### src/rtl/axis_checker_lite_pkg.sv
// Shared constants, register map and types for the multi-channel AXI-Stream
// checker control/status block.
package axis_checker_lite_pkg;

    localparam logic [31:0] VERSION     = 32'h0002_0000;
    localparam logic [1:0]  RESP_OKAY   = 2'b00;
    localparam logic [1:0]  RESP_SLVERR = 2'b10;

    // Global page word offsets (addr[5:2])
    localparam logic [3:0] G_VERSION    = 4'h0;
    localparam logic [3:0] G_N_CHANNELS = 4'h1;
    localparam logic [3:0] G_FREQ_HZ    = 4'h2;
    localparam logic [3:0] G_N_BYTES    = 4'h3;
    localparam logic [3:0] G_IRQ_MASK   = 4'h4;
    localparam logic [3:0] G_IRQ_STATUS = 4'h5;

    // Channel page word offsets (addr[5:2])
    localparam logic [3:0] OFF_CTRL            = 4'h0;
    localparam logic [3:0] OFF_PACKET_SIZE     = 4'h1;
    localparam logic [3:0] OFF_READY_LIMIT     = 4'h2;
    localparam logic [3:0] OFF_NOT_READY_LIMIT = 4'h3;
    localparam logic [3:0] OFF_PORTION_SIZE    = 4'h4;
    localparam logic [3:0] OFF_DATA_ERROR      = 4'h5;
    localparam logic [3:0] OFF_PACKET_ERROR    = 4'h6;
    localparam logic [3:0] OFF_DATA_SPEED      = 4'h7;
    localparam logic [3:0] OFF_PACKET_SPEED    = 4'h8;
    localparam logic [3:0] OFF_STICKY          = 4'h9;

    localparam int unsigned CTRL_RESET        = 0;
    localparam int unsigned CTRL_ENABLE       = 1;
    localparam int unsigned CTRL_IGN_DATA     = 2;
    localparam int unsigned CTRL_IGN_PACKET   = 3;
    localparam int unsigned CTRL_MODE_RST_CNT = 4;

    localparam int unsigned STICKY_DATA   = 0;
    localparam int unsigned STICKY_PACKET = 1;

    typedef struct packed {
        logic        rst;
        logic        enable;
        logic        ign_data_err;
        logic        ign_packet_err;
        logic        mode_rst_counter;
        logic [31:0] packet_size;
        logic [31:0] ready_limit;
        logic [31:0] not_ready_limit;
        logic [31:0] portion_size;
    } chan_cfg_t;

    typedef enum logic [1:0] {
        R_IDLE,
        R_PEND,
        R_VALID
    } rd_state_t;

    function automatic logic [31:0] apply_wstrb(input logic [31:0] old_val,
                                                input logic [31:0] data,
                                                input logic [3:0]  strb);
        logic [31:0] r;
        r = old_val;
        for (int unsigned i = 0; i < 4; i++) begin
            if (strb[i]) r[8*i +: 8] = data[8*i +: 8];
        end
        return r;
    endfunction

    function automatic logic chan_rd_ok(input logic [3:0] off);
        return off <= OFF_STICKY;
    endfunction

    function automatic logic chan_wr_ok(input logic [3:0] off);
        return (off <= OFF_PORTION_SIZE) || (off == OFF_STICKY);
    endfunction

endpackage

### src/rtl/axis_checker_lite_chan_regs.sv
// One checker channel register bank: CTRL/config words, status snapshot
// and W1C sticky error flags, with local write decode and read mux.
module axis_checker_lite_chan_regs
    import axis_checker_lite_pkg::*;
#(
    parameter int unsigned DEFAULT_PACKET_SIZE  = 4096,
    parameter int unsigned DEFAULT_READY_LIMIT  = 4096,
    parameter int unsigned DEFAULT_BUSY_LIMIT   = 0,
    parameter int unsigned DEFAULT_PORTION_SIZE = 1048576
) (
    input  logic        aclk,
    input  logic        aresetn,
    input  logic        wr_en,
    input  logic [3:0]  wr_off,
    input  logic [31:0] wr_data,
    input  logic [3:0]  wr_strb,
    input  logic        rd_en,
    input  logic [3:0]  rd_off,
    output logic [31:0] rd_data,
    input  logic [31:0] st_data_error,
    input  logic [31:0] st_packet_error,
    input  logic [31:0] st_data_speed,
    input  logic [31:0] st_packet_speed,
    input  logic        st_has_data_error,
    input  logic        st_has_packet_error,
    output chan_cfg_t   cfg,
    output logic [1:0]  sticky
);

    logic [4:0]  ctrl;
    logic [31:0] packet_size;
    logic [31:0] ready_limit;
    logic [31:0] not_ready_limit;
    logic [31:0] portion_size;
    logic [31:0] snap_packet_error;
    logic [31:0] snap_data_speed;
    logic [31:0] snap_packet_speed;
    logic [1:0]  sticky_set;
    logic [1:0]  sticky_clr;

    always_comb begin
        sticky_set              = '0;
        sticky_set[STICKY_DATA]   = st_has_data_error;
        sticky_set[STICKY_PACKET] = st_has_packet_error;
        sticky_clr = '0;
        if (wr_en && (wr_off == OFF_STICKY) && wr_strb[0]) sticky_clr = wr_data[1:0];
    end

    always_ff @(posedge aclk or negedge aresetn) begin
        if (!aresetn) begin
            ctrl              <= 5'b00001;
            packet_size       <= DEFAULT_PACKET_SIZE;
            ready_limit       <= DEFAULT_READY_LIMIT;
            not_ready_limit   <= DEFAULT_BUSY_LIMIT;
            portion_size      <= DEFAULT_PORTION_SIZE;
            snap_packet_error <= '0;
            snap_data_speed   <= '0;
            snap_packet_speed <= '0;
            sticky            <= '0;
        end else begin
            if (wr_en) begin
                case (wr_off)
                    OFF_CTRL:            ctrl <= 5'(apply_wstrb({27'b0, ctrl}, wr_data, wr_strb));
                    OFF_PACKET_SIZE:     packet_size     <= apply_wstrb(packet_size, wr_data, wr_strb);
                    OFF_READY_LIMIT:     ready_limit     <= apply_wstrb(ready_limit, wr_data, wr_strb);
                    OFF_NOT_READY_LIMIT: not_ready_limit <= apply_wstrb(not_ready_limit, wr_data, wr_strb);
                    OFF_PORTION_SIZE:    portion_size    <= apply_wstrb(portion_size, wr_data, wr_strb);
                    default: ;
                endcase
            end
            // Reading DATA_ERROR freezes the other three counters for coherent readout
            if (rd_en && (rd_off == OFF_DATA_ERROR)) begin
                snap_packet_error <= st_packet_error;
                snap_data_speed   <= st_data_speed;
                snap_packet_speed <= st_packet_speed;
            end
            sticky <= (sticky & ~sticky_clr) | sticky_set;
        end
    end

    always_comb begin
        cfg                  = '0;
        cfg.rst              = ctrl[CTRL_RESET];
        cfg.enable           = ctrl[CTRL_ENABLE];
        cfg.ign_data_err     = ctrl[CTRL_IGN_DATA];
        cfg.ign_packet_err   = ctrl[CTRL_IGN_PACKET];
        cfg.mode_rst_counter = ctrl[CTRL_MODE_RST_CNT];
        cfg.packet_size      = packet_size;
        cfg.ready_limit      = ready_limit;
        cfg.not_ready_limit  = not_ready_limit;
        cfg.portion_size     = portion_size;
    end

    always_comb begin
        rd_data = '0;
        case (rd_off)
            OFF_CTRL:            rd_data = {27'b0, ctrl};
            OFF_PACKET_SIZE:     rd_data = packet_size;
            OFF_READY_LIMIT:     rd_data = ready_limit;
            OFF_NOT_READY_LIMIT: rd_data = not_ready_limit;
            OFF_PORTION_SIZE:    rd_data = portion_size;
            OFF_DATA_ERROR:      rd_data = st_data_error;
            OFF_PACKET_ERROR:    rd_data = snap_packet_error;
            OFF_DATA_SPEED:      rd_data = snap_data_speed;
            OFF_PACKET_SPEED:    rd_data = snap_packet_speed;
            OFF_STICKY:          rd_data = {30'b0, sticky};
            default: ;
        endcase
    end

endmodule

### src/rtl/axis_checker_lite_mc.sv
// AXI4-Lite front end for N_CHANNELS AXI-Stream checkers: independent AW/W
// buffering, SLVERR decode, per-channel register banks and masked IRQ.
module axis_checker_lite_mc
    import axis_checker_lite_pkg::*;
#(
    parameter int unsigned N_CHANNELS           = 4,
    parameter int unsigned ADDR_WIDTH           = 10,
    parameter int unsigned FREQ_HZ              = 250000000,
    parameter int unsigned N_BYTES              = 4,
    parameter int unsigned DEFAULT_PACKET_SIZE  = 4096,
    parameter int unsigned DEFAULT_READY_LIMIT  = 4096,
    parameter int unsigned DEFAULT_BUSY_LIMIT   = 0,
    parameter int unsigned DEFAULT_PORTION_SIZE = 1048576
) (
    input  logic                       aclk,
    input  logic                       aresetn,
    input  logic [ADDR_WIDTH-1:0]      awaddr,
    input  logic [2:0]                 awprot,
    input  logic                       awvalid,
    output logic                       awready,
    input  logic [31:0]                wdata,
    input  logic [3:0]                 wstrb,
    input  logic                       wvalid,
    output logic                       wready,
    output logic [1:0]                 bresp,
    output logic                       bvalid,
    input  logic                       bready,
    input  logic [ADDR_WIDTH-1:0]      araddr,
    input  logic [2:0]                 arprot,
    input  logic                       arvalid,
    output logic                       arready,
    output logic [31:0]                rdata,
    output logic [1:0]                 rresp,
    output logic                       rvalid,
    input  logic                       rready,
    output logic [N_CHANNELS-1:0]      CFG_RESET,
    output logic [N_CHANNELS-1:0]      CFG_ENABLE,
    output logic [N_CHANNELS-1:0]      CFG_IGNORE_DATA_ERROR,
    output logic [N_CHANNELS-1:0]      CFG_IGNORE_PACKET_ERROR,
    output logic [N_CHANNELS-1:0]      CFG_MODE_RST_COUNTER,
    output logic [32*N_CHANNELS-1:0]   CFG_PACKET_SIZE,
    output logic [32*N_CHANNELS-1:0]   CFG_READY_LIMIT,
    output logic [32*N_CHANNELS-1:0]   CFG_NOT_READY_LIMIT,
    output logic [32*N_CHANNELS-1:0]   CFG_PORTION_SIZE,
    input  logic [32*N_CHANNELS-1:0]   ST_DATA_ERROR,
    input  logic [32*N_CHANNELS-1:0]   ST_PACKET_ERROR,
    input  logic [32*N_CHANNELS-1:0]   ST_DATA_SPEED,
    input  logic [32*N_CHANNELS-1:0]   ST_PACKET_SPEED,
    input  logic [N_CHANNELS-1:0]      ST_HAS_DATA_ERROR,
    input  logic [N_CHANNELS-1:0]      ST_HAS_PACKET_ERROR,
    output logic                       IRQ
);

    localparam int unsigned PW = ADDR_WIDTH - 6;

    logic                  init_done;
    logic                  aw_full;
    logic                  w_full;
    logic [ADDR_WIDTH-1:2] aw_addr;
    logic [31:0]           w_data;
    logic [3:0]            w_strb;
    logic [N_CHANNELS-1:0] irq_mask;
    logic [N_CHANNELS-1:0] irq_status;
    logic [N_CHANNELS-1:0] chan_wr_en;
    logic [N_CHANNELS-1:0] chan_rd_en;
    logic [31:0]           chan_rdata [N_CHANNELS];
    logic [1:0]            chan_sticky [N_CHANNELS];
    logic                  commit;
    logic                  wr_ok;
    logic                  rd_ok;
    logic [31:0]           rd_val;
    logic                  ar_hs;
    rd_state_t             rd_state;
    rd_state_t             rd_next;

    logic [PW-1:0] wr_page;
    logic [3:0]    wr_off;
    logic [PW-1:0] rd_page;
    logic [3:0]    rd_off;

    logic unused_bits;
    assign unused_bits = &{1'b0, awprot, arprot, awaddr[1:0], araddr[1:0]};

    assign wr_page = aw_addr[ADDR_WIDTH-1:6];
    assign wr_off  = aw_addr[5:2];
    assign rd_page = araddr[ADDR_WIDTH-1:6];
    assign rd_off  = araddr[5:2];

    assign awready = init_done && !aw_full;
    assign wready  = init_done && !w_full;
    assign commit  = aw_full && w_full && !bvalid;
    assign arready = init_done && (rd_state == R_IDLE);
    assign rvalid  = (rd_state == R_VALID);
    assign ar_hs   = arvalid && arready;

    always_comb begin
        wr_ok = 1'b0;
        if (wr_page == '0)                        wr_ok = (wr_off == G_IRQ_MASK);
        else if (wr_page <= PW'(N_CHANNELS))      wr_ok = chan_wr_ok(wr_off);
    end

    always_comb begin
        rd_ok  = 1'b0;
        rd_val = '0;
        if (rd_page == '0) begin
            rd_ok = 1'b1;
            case (rd_off)
                G_VERSION:    rd_val = VERSION;
                G_N_CHANNELS: rd_val = 32'(N_CHANNELS);
                G_FREQ_HZ:    rd_val = 32'(FREQ_HZ);
                G_N_BYTES:    rd_val = 32'(N_BYTES);
                G_IRQ_MASK:   rd_val = 32'(irq_mask);
                G_IRQ_STATUS: rd_val = 32'(irq_status);
                default:      rd_ok  = 1'b0;
            endcase
        end else begin
            for (int unsigned c = 0; c < N_CHANNELS; c++) begin
                if ((rd_page == PW'(c + 1)) && chan_rd_ok(rd_off)) begin
                    rd_ok  = 1'b1;
                    rd_val = chan_rdata[c];
                end
            end
        end
    end

    always_ff @(posedge aclk or negedge aresetn) begin
        if (!aresetn) begin
            init_done <= 1'b0;
            aw_full   <= 1'b0;
            aw_addr   <= '0;
            w_full    <= 1'b0;
            w_data    <= '0;
            w_strb    <= '0;
            bvalid    <= 1'b0;
            bresp     <= '0;
            irq_mask  <= '0;
            IRQ       <= 1'b0;
        end else begin
            init_done <= 1'b1;
            if (awvalid && awready) begin
                aw_full <= 1'b1;
                aw_addr <= awaddr[ADDR_WIDTH-1:2];
            end
            if (wvalid && wready) begin
                w_full <= 1'b1;
                w_data <= wdata;
                w_strb <= wstrb;
            end
            if (bvalid && bready) bvalid <= 1'b0;
            if (commit) begin
                aw_full <= 1'b0;
                w_full  <= 1'b0;
                bvalid  <= 1'b1;
                bresp   <= wr_ok ? RESP_OKAY : RESP_SLVERR;
                if (wr_ok && (wr_page == '0))
                    irq_mask <= N_CHANNELS'(apply_wstrb(32'(irq_mask), w_data, w_strb));
            end
            IRQ <= |(irq_status & irq_mask);
        end
    end

    always_ff @(posedge aclk or negedge aresetn) begin
        if (!aresetn) begin
            rd_state <= R_IDLE;
            rdata    <= '0;
            rresp    <= '0;
        end else begin
            rd_state <= rd_next;
            if (ar_hs) begin
                rdata <= rd_ok ? rd_val : '0;
                rresp <= rd_ok ? RESP_OKAY : RESP_SLVERR;
            end
        end
    end

    always_comb begin
        rd_next = rd_state;
        case (rd_state)
            R_IDLE:  if (ar_hs) rd_next = R_PEND;
            R_PEND:  rd_next = R_VALID;
            R_VALID: if (rready) rd_next = R_IDLE;
            default: rd_next = R_IDLE;
        endcase
    end

    for (genvar c = 0; c < N_CHANNELS; c++) begin : g_chan
        chan_cfg_t cfg;

        assign chan_wr_en[c] = commit && wr_ok && (wr_page == PW'(c + 1));
        assign chan_rd_en[c] = ar_hs && (rd_page == PW'(c + 1));

        axis_checker_lite_chan_regs #(
            .DEFAULT_PACKET_SIZE  (DEFAULT_PACKET_SIZE),
            .DEFAULT_READY_LIMIT  (DEFAULT_READY_LIMIT),
            .DEFAULT_BUSY_LIMIT   (DEFAULT_BUSY_LIMIT),
            .DEFAULT_PORTION_SIZE (DEFAULT_PORTION_SIZE)
        ) u_regs (
            .aclk                (aclk),
            .aresetn             (aresetn),
            .wr_en               (chan_wr_en[c]),
            .wr_off              (wr_off),
            .wr_data             (w_data),
            .wr_strb             (w_strb),
            .rd_en               (chan_rd_en[c]),
            .rd_off              (rd_off),
            .rd_data             (chan_rdata[c]),
            .st_data_error       (ST_DATA_ERROR[32*c +: 32]),
            .st_packet_error     (ST_PACKET_ERROR[32*c +: 32]),
            .st_data_speed       (ST_DATA_SPEED[32*c +: 32]),
            .st_packet_speed     (ST_PACKET_SPEED[32*c +: 32]),
            .st_has_data_error   (ST_HAS_DATA_ERROR[c]),
            .st_has_packet_error (ST_HAS_PACKET_ERROR[c]),
            .cfg                 (cfg),
            .sticky              (chan_sticky[c])
        );

        assign CFG_RESET[c]                   = cfg.rst;
        assign CFG_ENABLE[c]                  = cfg.enable;
        assign CFG_IGNORE_DATA_ERROR[c]       = cfg.ign_data_err;
        assign CFG_IGNORE_PACKET_ERROR[c]     = cfg.ign_packet_err;
        assign CFG_MODE_RST_COUNTER[c]        = cfg.mode_rst_counter;
        assign CFG_PACKET_SIZE[32*c +: 32]     = cfg.packet_size;
        assign CFG_READY_LIMIT[32*c +: 32]     = cfg.ready_limit;
        assign CFG_NOT_READY_LIMIT[32*c +: 32] = cfg.not_ready_limit;
        assign CFG_PORTION_SIZE[32*c +: 32]    = cfg.portion_size;
        assign irq_status[c]                  = |chan_sticky[c];
    end

endmodule

### config.mk
export PLATFORM = sky130hd
export DESIGN_NAME = axis_checker_lite_mc
export DESIGN_NICKNAME = d
export VERILOG_FILES = /design/src/rtl/axis_checker_lite_pkg.sv /design/src/rtl/axis_checker_lite_chan_regs.sv /design/src/rtl/axis_checker_lite_mc.sv
export SDC_FILE = /design/constraint.sdc
export NUM_CORES = 1
export LEC_CHECK = 0
export BUFFER_PORTS_ARGS = -buffer_cell sky130_fd_sc_hd__buf_4
export CORE_AREA = 2 2 448 450
export CTS_CLUSTER_DIAMETER = 50
export DETAILED_ROUTE_END_ITERATION = 8
export DIE_AREA = 0 0 450 452
export SLEW_MARGIN = 5
export SYNTH_ARGS = -nofsm -noshare
export SYNTH_HDL_FRONTEND = slang
export SYNTH_SLANG_ARGS = --single-unit
### constraint.sdc
create_clock -name aclk -period 1.86 [get_ports aclk]
set_input_delay 0.186 -clock aclk [delete_from_list [all_inputs] [get_ports aclk]]
set_output_delay 0.186 -clock aclk [all_outputs]
set_load 0.02 [all_outputs]
== Yosys cells after proc, flatten, opt, wreduce, memory -nomap -nowiden ==
Index checks and enable logic that the tools add are counted.

* Register bits: 1,015
* Bits in read-only memories: 0
* Word-level logic and storage cells: 297
* Output and inout port bits: 574
* Input port bits: 589
* Memory bits (writable): 0
* Bits in latches: 0
* Memories kept: 0

* Equality and inequality tests: 26
* Add/subtract/negate cells: 0
* Reduce and logical (&&, ||, !) cells: 124
* Div/mod/pow operators: 0
* Muxes and demuxes: 34
* Bitwise gates (word level): 13
* Order comparisons: 3
* Multipliers: 0
* Shifts and indexed selects: 0

{| class="wikitable"
|+ Operators by type and width
! kind !! count
|-
| 32-bit one-hot mux with 10 select lines || 4
|-
| 3-bit AND reduction || 69
|-
| 32-bit 2-to-1 mux || 6
|-
| 28-bit one-hot mux with 5 select lines || 1
|-
| 1-bit logical AND || 35
|-
| 4-bit by 2-bit equality test with 1-bit output, second input constant || 8
|-
| 4-bit by 3-bit equality test with 1-bit output, second input constant || 7
|-
| 4-bit by 1-bit equality test with 1-bit output, second input constant || 4
|-
| 4-bit zero test || 4
|-
| 2-bit 2-to-1 mux || 8
|-
| 1-bit 2-to-1 mux || 14
|-
| 4-bit equality test, second input constant || 3
|-
| 2-bit OR reduction || 5
|-
| 2-bit bitwise AND || 4
|-
| 4-bit by 3-bit <= comparator with 1-bit output, second input constant || 2
|-
| 2-bit NOT || 4
|-
| 2-bit OR || 4
|-
| 2-bit one-hot mux with 3 select lines || 1
|-
| 2-bit nonzero test || 3
|-
| 6-bit OR reduction || 1
|-
| 4-bit bitwise AND || 1
|-
| 4-bit <= comparator, second input constant || 1
|-
| 4-bit OR reduction || 1
|-
| 1-bit zero test || 3
|-
| other kinds (7) || 7
|}

== Depth between registers and ports, before layout ==
* Depth in word-level cells: 12
* Depth in mapped cells: 12
* Gate-level depth less buffers: 6

== Cells and area by module ==
From an unflattened synthesis, not the netlist that was laid out.

* Cell total of the unflattened synthesis: 3,615
* Area, all modules: 48,600.4 um^2

{| class="wikitable"
|+ Modules (own cells, without submodules)
! module !! seq. area each (um^2) !! cells each !! area an instance (um^2) !! instances
|-
| axis_checker_lite_chan_regs || 5,785.5 || 797 || 10,953.0 || 4
|-
| axis_checker_lite_mc || 2,227.1 || 427 || 4,788.3 || 1
|}

== Worst setup path before layout ==
OpenSTA, ideal clock, no wires.

* Path kind: register -> register
* Start: reg rd_state[0]
* End: reg g_chan[3].u_regs.snap_data_speed[0]
* Stages on the path, launching flop included: 8
* Library setup time: 0.125 ns
* Arrival time: 2.126 ns
* Setup slack: -0.390 ns
* Data required time: 1.735 ns
* Period minus slack after synthesis: 2.250 ns
* Path buffers: 3
* Cell sequence: dfrtp_1 nor3b_1 and3_1 clkbuf_1 nand2_1 buf_2 buf_2 mux2_2

* Cells in the longest elaborated chain, start to end: 5

{| class="wikitable"
|+ RTL lines
! item !! line !! text
|-
| start, declared || axis_checker_lite_mc.sv:73 || <nowiki>rd_state_t rd_state;</nowiki>
|-
| start signal, assigned || axis_checker_lite_mc.sv:168 || <nowiki>rd_state <= rd_next;</nowiki>
|-
| 2-bit zero test || axis_checker_lite_mc.sv:92 || <nowiki>assign arready = init_done && (rd_state == R_IDLE);</nowiki>
|-
| 1-bit logical AND || axis_checker_lite_mc.sv:92 ||
|-
| net arready || axis_checker_lite_mc.sv:31 || <nowiki>output logic arready,</nowiki>
|-
| 1-bit logical AND || axis_checker_lite_mc.sv:94 || <nowiki>assign ar_hs = arvalid && arready;</nowiki>
|-
| 1-bit logical AND || axis_checker_lite_mc.sv:190 || <nowiki>assign chan_rd_en[c] = ar_hs && (rd_page == PW'(c + 1));</nowiki>
|-
| 1-bit logical AND || axis_checker_lite_chan_regs.sv:72 || <nowiki>if (rd_en && (rd_off == OFF_DATA_ERROR)) begin</nowiki>
|-
| end signal, assigned || axis_checker_lite_chan_regs.sv:74 || <nowiki>snap_data_speed <= st_data_speed;</nowiki>
|-
| end, declared || axis_checker_lite_chan_regs.sv:36 || <nowiki>logic [31:0] snap_data_speed;</nowiki>
|}

The timed path passes the listed nets, and every way through them passes these cells.
A chain may end at the register's enable or synchronous reset.

== Worst setup path in the final report ==
* Start: reg bvalid
* End: reg g_chan[1].u_regs.ready_limit[23]

* Cells in the longest elaborated chain, start to end: 5

{| class="wikitable"
|+ RTL lines
! item !! line !! text
|-
| start, declared || axis_checker_lite_mc.sv:26 || <nowiki>output logic bvalid,</nowiki>
|-
| start signal, assigned || axis_checker_lite_mc.sv:134 || <nowiki>bvalid <= 1'b0;</nowiki>
|-
| start signal, assigned || axis_checker_lite_mc.sv:149 || <nowiki>if (bvalid && bready) bvalid <= 1'b0;</nowiki>
|-
| start signal, assigned || axis_checker_lite_mc.sv:153 || <nowiki>bvalid <= 1'b1;</nowiki>
|-
| 1-bit zero test || axis_checker_lite_mc.sv:91 || <nowiki>assign commit = aw_full && w_full && !bvalid;</nowiki>
|-
| 1-bit logical AND || axis_checker_lite_mc.sv:91 ||
|-
| 1-bit logical AND (2 in series) || axis_checker_lite_mc.sv:189 || <nowiki>assign chan_wr_en[c] = commit && wr_ok && (wr_page == PW'(c + 1));</nowiki>
|-
| 3-bit AND reduction (no line) || - ||
|-
| end signal, assigned || axis_checker_lite_chan_regs.sv:65 || <nowiki>OFF_READY_LIMIT: ready_limit <= apply_wstrb(ready_limit, wr_data, wr_strb);</nowiki>
|-
| end, declared || axis_checker_lite_chan_regs.sv:32 || <nowiki>logic [31:0] ready_limit;</nowiki>
|}

Every way passes these cells.

==> Implementation_results.wiki <==
{| class="wikitable"
! Metric !! Value
|-
| Startpoint type of the worst setup path || flop
|-
| Leak Pwr || 38.6 nW
|-
| Worst Setup EP || g_chan[1].u_regs.ready_limit[23]$_DFFE_PN0P_
|-
| Worst setup slack for register-to-register paths || -0.52 ns
|-
| IO Port Bufs || 1150
|-
| Dominant cell by count in the synthesized netlist || dfrtp_1
|-
| Final Routed Wirelength || 352000 µm
|-
| WP data arrival || around 3.1 ns
|-
| Outcome || complete, but fails checks
|-
| Net count, final || 6507
|-
| R2r startpoint || bvalid$_DFFE_PN0P_
|-
| Number of flip-flops and latches in the synthesized netlist || just over 1k
|-
| Syn Area/Cell || about 13 µm²
|-
| Number of buffers added by the clock tree synthesis step || 156
|-
| Fraction of final layout cells with drive strength greater than 1 || 0.578
|-
| RSZ-0062 raised after global routing || true
|-
| Routed WL per cell || a little over 40 µm
|-
| Number of enable-type register cells in the synthesized netlist || 0
|-
| Violations in the final reports || setup timing
|-
| Synth area leaders || dfrtp_1 52%, mux2_2 23%, mux2i_1 3.5%
|-
| 1st-pass router iterations || 6
|-
| Number of library cell types mapped by synthesis || 93
|-
| Cell types with the highest counts after synthesis || 997 x dfrtp_1, 956 x mux2_2, 211 x a22oi_1
|-
| Top achievable clock speed || about 0.42 GHz
|-
| Maximum vdd drop || 0.749 mV
|-
| Vias in the first global route || 46.8k
|-
| Sum of internal, switching and leakage power || about 73 mW
|-
| Final setup vio count || 964
|-
| Number of warnings reported in the yosys synthesis log || 0
|-
| Violation count after the first detailed-routing iteration || roughly 5k
|-
| Antenna violations before repair || 85
|-
| Number of ports placed on the die boundary || between 1k and 1.5k
|-
| Initial cell density of the core || 0.240
|-
| Clock group share of total power || 0.430
|-
| Area of the die || 203000 µm²
|-
| Clock latency on the worst-skew pair || 0.82 ns
|-
| Total routing usage reported by global routing || 0.333
|-
| Shortest clock period the worst path allows after layout || 2.38 ns
|-
| CTS tree || built
|-
| Reg power frac || 0.366
|-
| R2R depth || 10
|-
| Crit path launch || bvalid$_DFFE_PN0P_
|-
| Core box area || 199000 µm²
|-
| Max-cap violations || 0
|-
| Cell taking the most area after synthesis || dfrtp_1
|-
| Number of instances in the synthesized netlist || around 3.6k
|-
| Max Fanout on Critical Path || 7
|-
| Critical path cell sequence || nand3b_1 > buf_6 > nor3_4 > buf_6 > o21ai_4 > nor2_4 > buf_12 > nand3_4 > buf_12 > mux2_4
|-
| Total negative slack for setup checks || -286.03 ns
|-
| Antenna violation net count after detailed routing || 0
|-
| Number of vias in the routed layout || about 46k
|-
| Critical hold path startpoint || ST_DATA_ERROR[35]
|-
| Relative slew slack || 0.263
|-
| Final critical-path share of the clock period || 1.28
|-
| Via density || around 5.3
|-
| Count of final max-slew check failures || 0
|-
| Sequential share of the synthesized area || 0.532
|-
| Post-Synthesis Cell Area || 47600 µm²
|-
| Relative contribution of combinational cells to total power || 0.205
|-
| Fin worst setup slack || -0.517 ns
|-
| Maximum clock insertion buffer count || 3
|-
| Type of the worst setup path || flop to flop
|-
| Post-synth top area share || 0.524
|-
| Total instance count after detailed placement || 7922
|-
| Fraction of registers with async set or reset after synthesis || 1.00
|-
| Power density of the placed cells || 922 nW/µm²
|-
| Area grow syn2layout || 67.1%
|-
| Worst Skew || 0.0388 ns
|-
| Required @ worst endpoint || 2.55 ns
|-
| Remaining DRCs || 0
|-
| Number of standard cells in the layout, taps in and fillers out || 8748
|-
| CTS Root Cell || clkbuf_16
|-
| Hold Vio Cnt, Final || 0
|-
| Actual transition at the worst max-transition pin || approximately 1.1 ns
|-
| Clock sink total || 1013
|-
| RR Endpoint || g_chan[1].u_regs.ready_limit[23]$_DFFE_PN0P_
|-
| H-tree levels || 4
|-
| Delay contributed by the slowest stage of the critical path || 0.40 ns
|-
| Row count || 164
|-
| DIE WIDTH || 450 µm
|-
| Pin count of the biggest net entering global routing || 90
|-
| Reg clk slew, reported paths || 0.06 ns
|-
| Routability Congestion || 0.970
|-
| Post-place setup slack || -1.35 ns
|-
| Dpl hpwl || ~280000 µm
|-
| Height of the chip || 452 µm
|-
| Class of the most critical hold timing path || primary input to flop
|-
| Wire length of the first global-routing pass || roughly 450000 µm
|-
| Internal power component || 49.2 mW
|-
| Final core utilization || 0.401
|-
| Highest-delay cell along the critical path || dfrtp_2
|-
| Capturing element type of the critical path || flop
|-
| Switching power total || approximately 24 mW
|-
| Commonest register cell after synthesis || dfrtp_1
|-
| Switching share of power || 0.330
|-
| GRT Residual Overflow || 0
|}
how the worst min path moves through the flow:
stage / end / slack (ns) / cells after the start
floorplan: IRQ$_DFF_PN0_ / -0.11 / 0
global placement: g_chan[0].u_regs.portion_size[5]$_DFFE_PN0P_ / 0.20 / 1
detailed placement: g_chan[2].u_regs.portion_size[4]$_DFFE_PN0P_ / 0.21 / 1
CTS: rdata[11]$_DFFE_PN0P_ / 0.009 / 5
global route: rdata[9]$_DFFE_PN0P_ / 0.06 / 5
finish: rdata[3]$_DFFE_PN0P_ / 0.06 / 5
through the flow:
stage               hold slack, ns  area (µm²)
detailed placement           0.205       68100
finish                      0.0575       79600
global route                0.0632       79600
CTS                        0.00870       78800
global placement             0.198       68100
floorplan                   -0.110       48200
state kept, by name, indices dropped and copies added, names as in the netlist, 2 cells and up:
register / count
g_chan.u_regs.portion_size: 128
g_chan.u_regs.not_ready_limit: 128
g_chan.u_regs.sticky: 8
rdata: 32
irq_mask: 4
aw_addr: 8
w_strb: 4
g_chan.u_regs.snap_data_speed: 128
rd_state: 2
w_data: 32
g_chan.u_regs.snap_packet_speed: 128
g_chan.u_regs.ready_limit: 128
g_chan.u_regs.snap_packet_error: 128
g_chan.u_regs.packet_size: 128
g_chan.u_regs.ctrl: 20
layer usage:
metal / global-route usage / share of wire / vias to the layer above
met3: 0.0912 / 0.087 / 847
met2: 0.519 / 0.45 / 2933
li1: - / - / 18300
met1: 0.409 / 0.39 / 24300
met5: 0 / 0.00097 / -
met4: 0.200 / 0.070 / 58
power by group through the flow:
stage	sequential [mW]	combinational [mW]	clock (mW)
after floorplan	25.7	4.51	0
after global placement	27.0	13.4	0
after detailed placement	27.0	13.5	0
after CTS	26.7	14.7	31.8
after global routing	26.9	15.4	32.7
final	26.9	15.1	31.5
area by class of cell:
cell class / instances / area [µm²]
Inverter: 8 / 32.5
Tap cell: 2656 / 3320
Fill cell: 19000 / 119000
Multi-Input combinational cell: 2269 / 22300
Clock inverter: 91 / 1200
Clock buffer: 199 / 4310
Sequential cell: 1013 / 25400
Timing Repair Buffer: 2470 / 23000
Antenna cell: 42 / 105
timing repair:
action | CTS | global route
hold buffers | 461 | 0
gates resized for setup | 161 | 79
buffers inserted | 11 | 24
pin swaps | 42 | 25
cloned | 0 | 7
endpoints found under the hold margin | 1132 | 0
setup endpoints to repair | 971 | 966
cell families after synthesis:
family          count (synthesis)  synth area share
simple gates                  400            0.0524
mux                          1180             0.278
buf+inv                       286            0.0321
flops                        1013             0.532
compound gates                685             0.105
other cells                     2          0.000158
critical path: cells and delay by family (launching register included):
family | cells | cell delay (ns)
muxes | 1 | 0.29
buffers and inverters | 4 | 0.73
and+or+nand+nor | 4 | 0.74
AOI/OAI and AO/OA | 1 | 0.10
DFF | 1 | 0.40
placed cells by master, fill, tap and decap left out, types with 21 or more instances in the layout:
cell / Yosys / layout
nor2_4: 3 / 32
nand2_1: 75 / 61
mux2_2: 956 / 798
a21oi_1: 68 / 68
inv_6: 0 / 27
o31ai_1: 22 / 22
clkbuf_1: 88 / 22
mux2i_1: 168 / 166
buf_12: 0 / 236
o221ai_1: 31 / 31
nand3_1: 25 / 21
a221oi_1: 32 / 31
nand3_4: 18 / 21
dlygate4sd3_1: 0 / 461
nor3_1: 26 / 23
buf_6: 23 / 32
a22o_1: 41 / 41
mux2_4: 8 / 198
buf_4: 29 / 1727
dfrtp_1: 997 / 991
a22oi_1: 211 / 209
o22ai_1: 71 / 70
o21ai_0: 73 / 73
clkbuf_16: 0 / 164
nor2_1: 92 / 83
diode_2: 0 / 42
(Power assumes the default switching activity.)
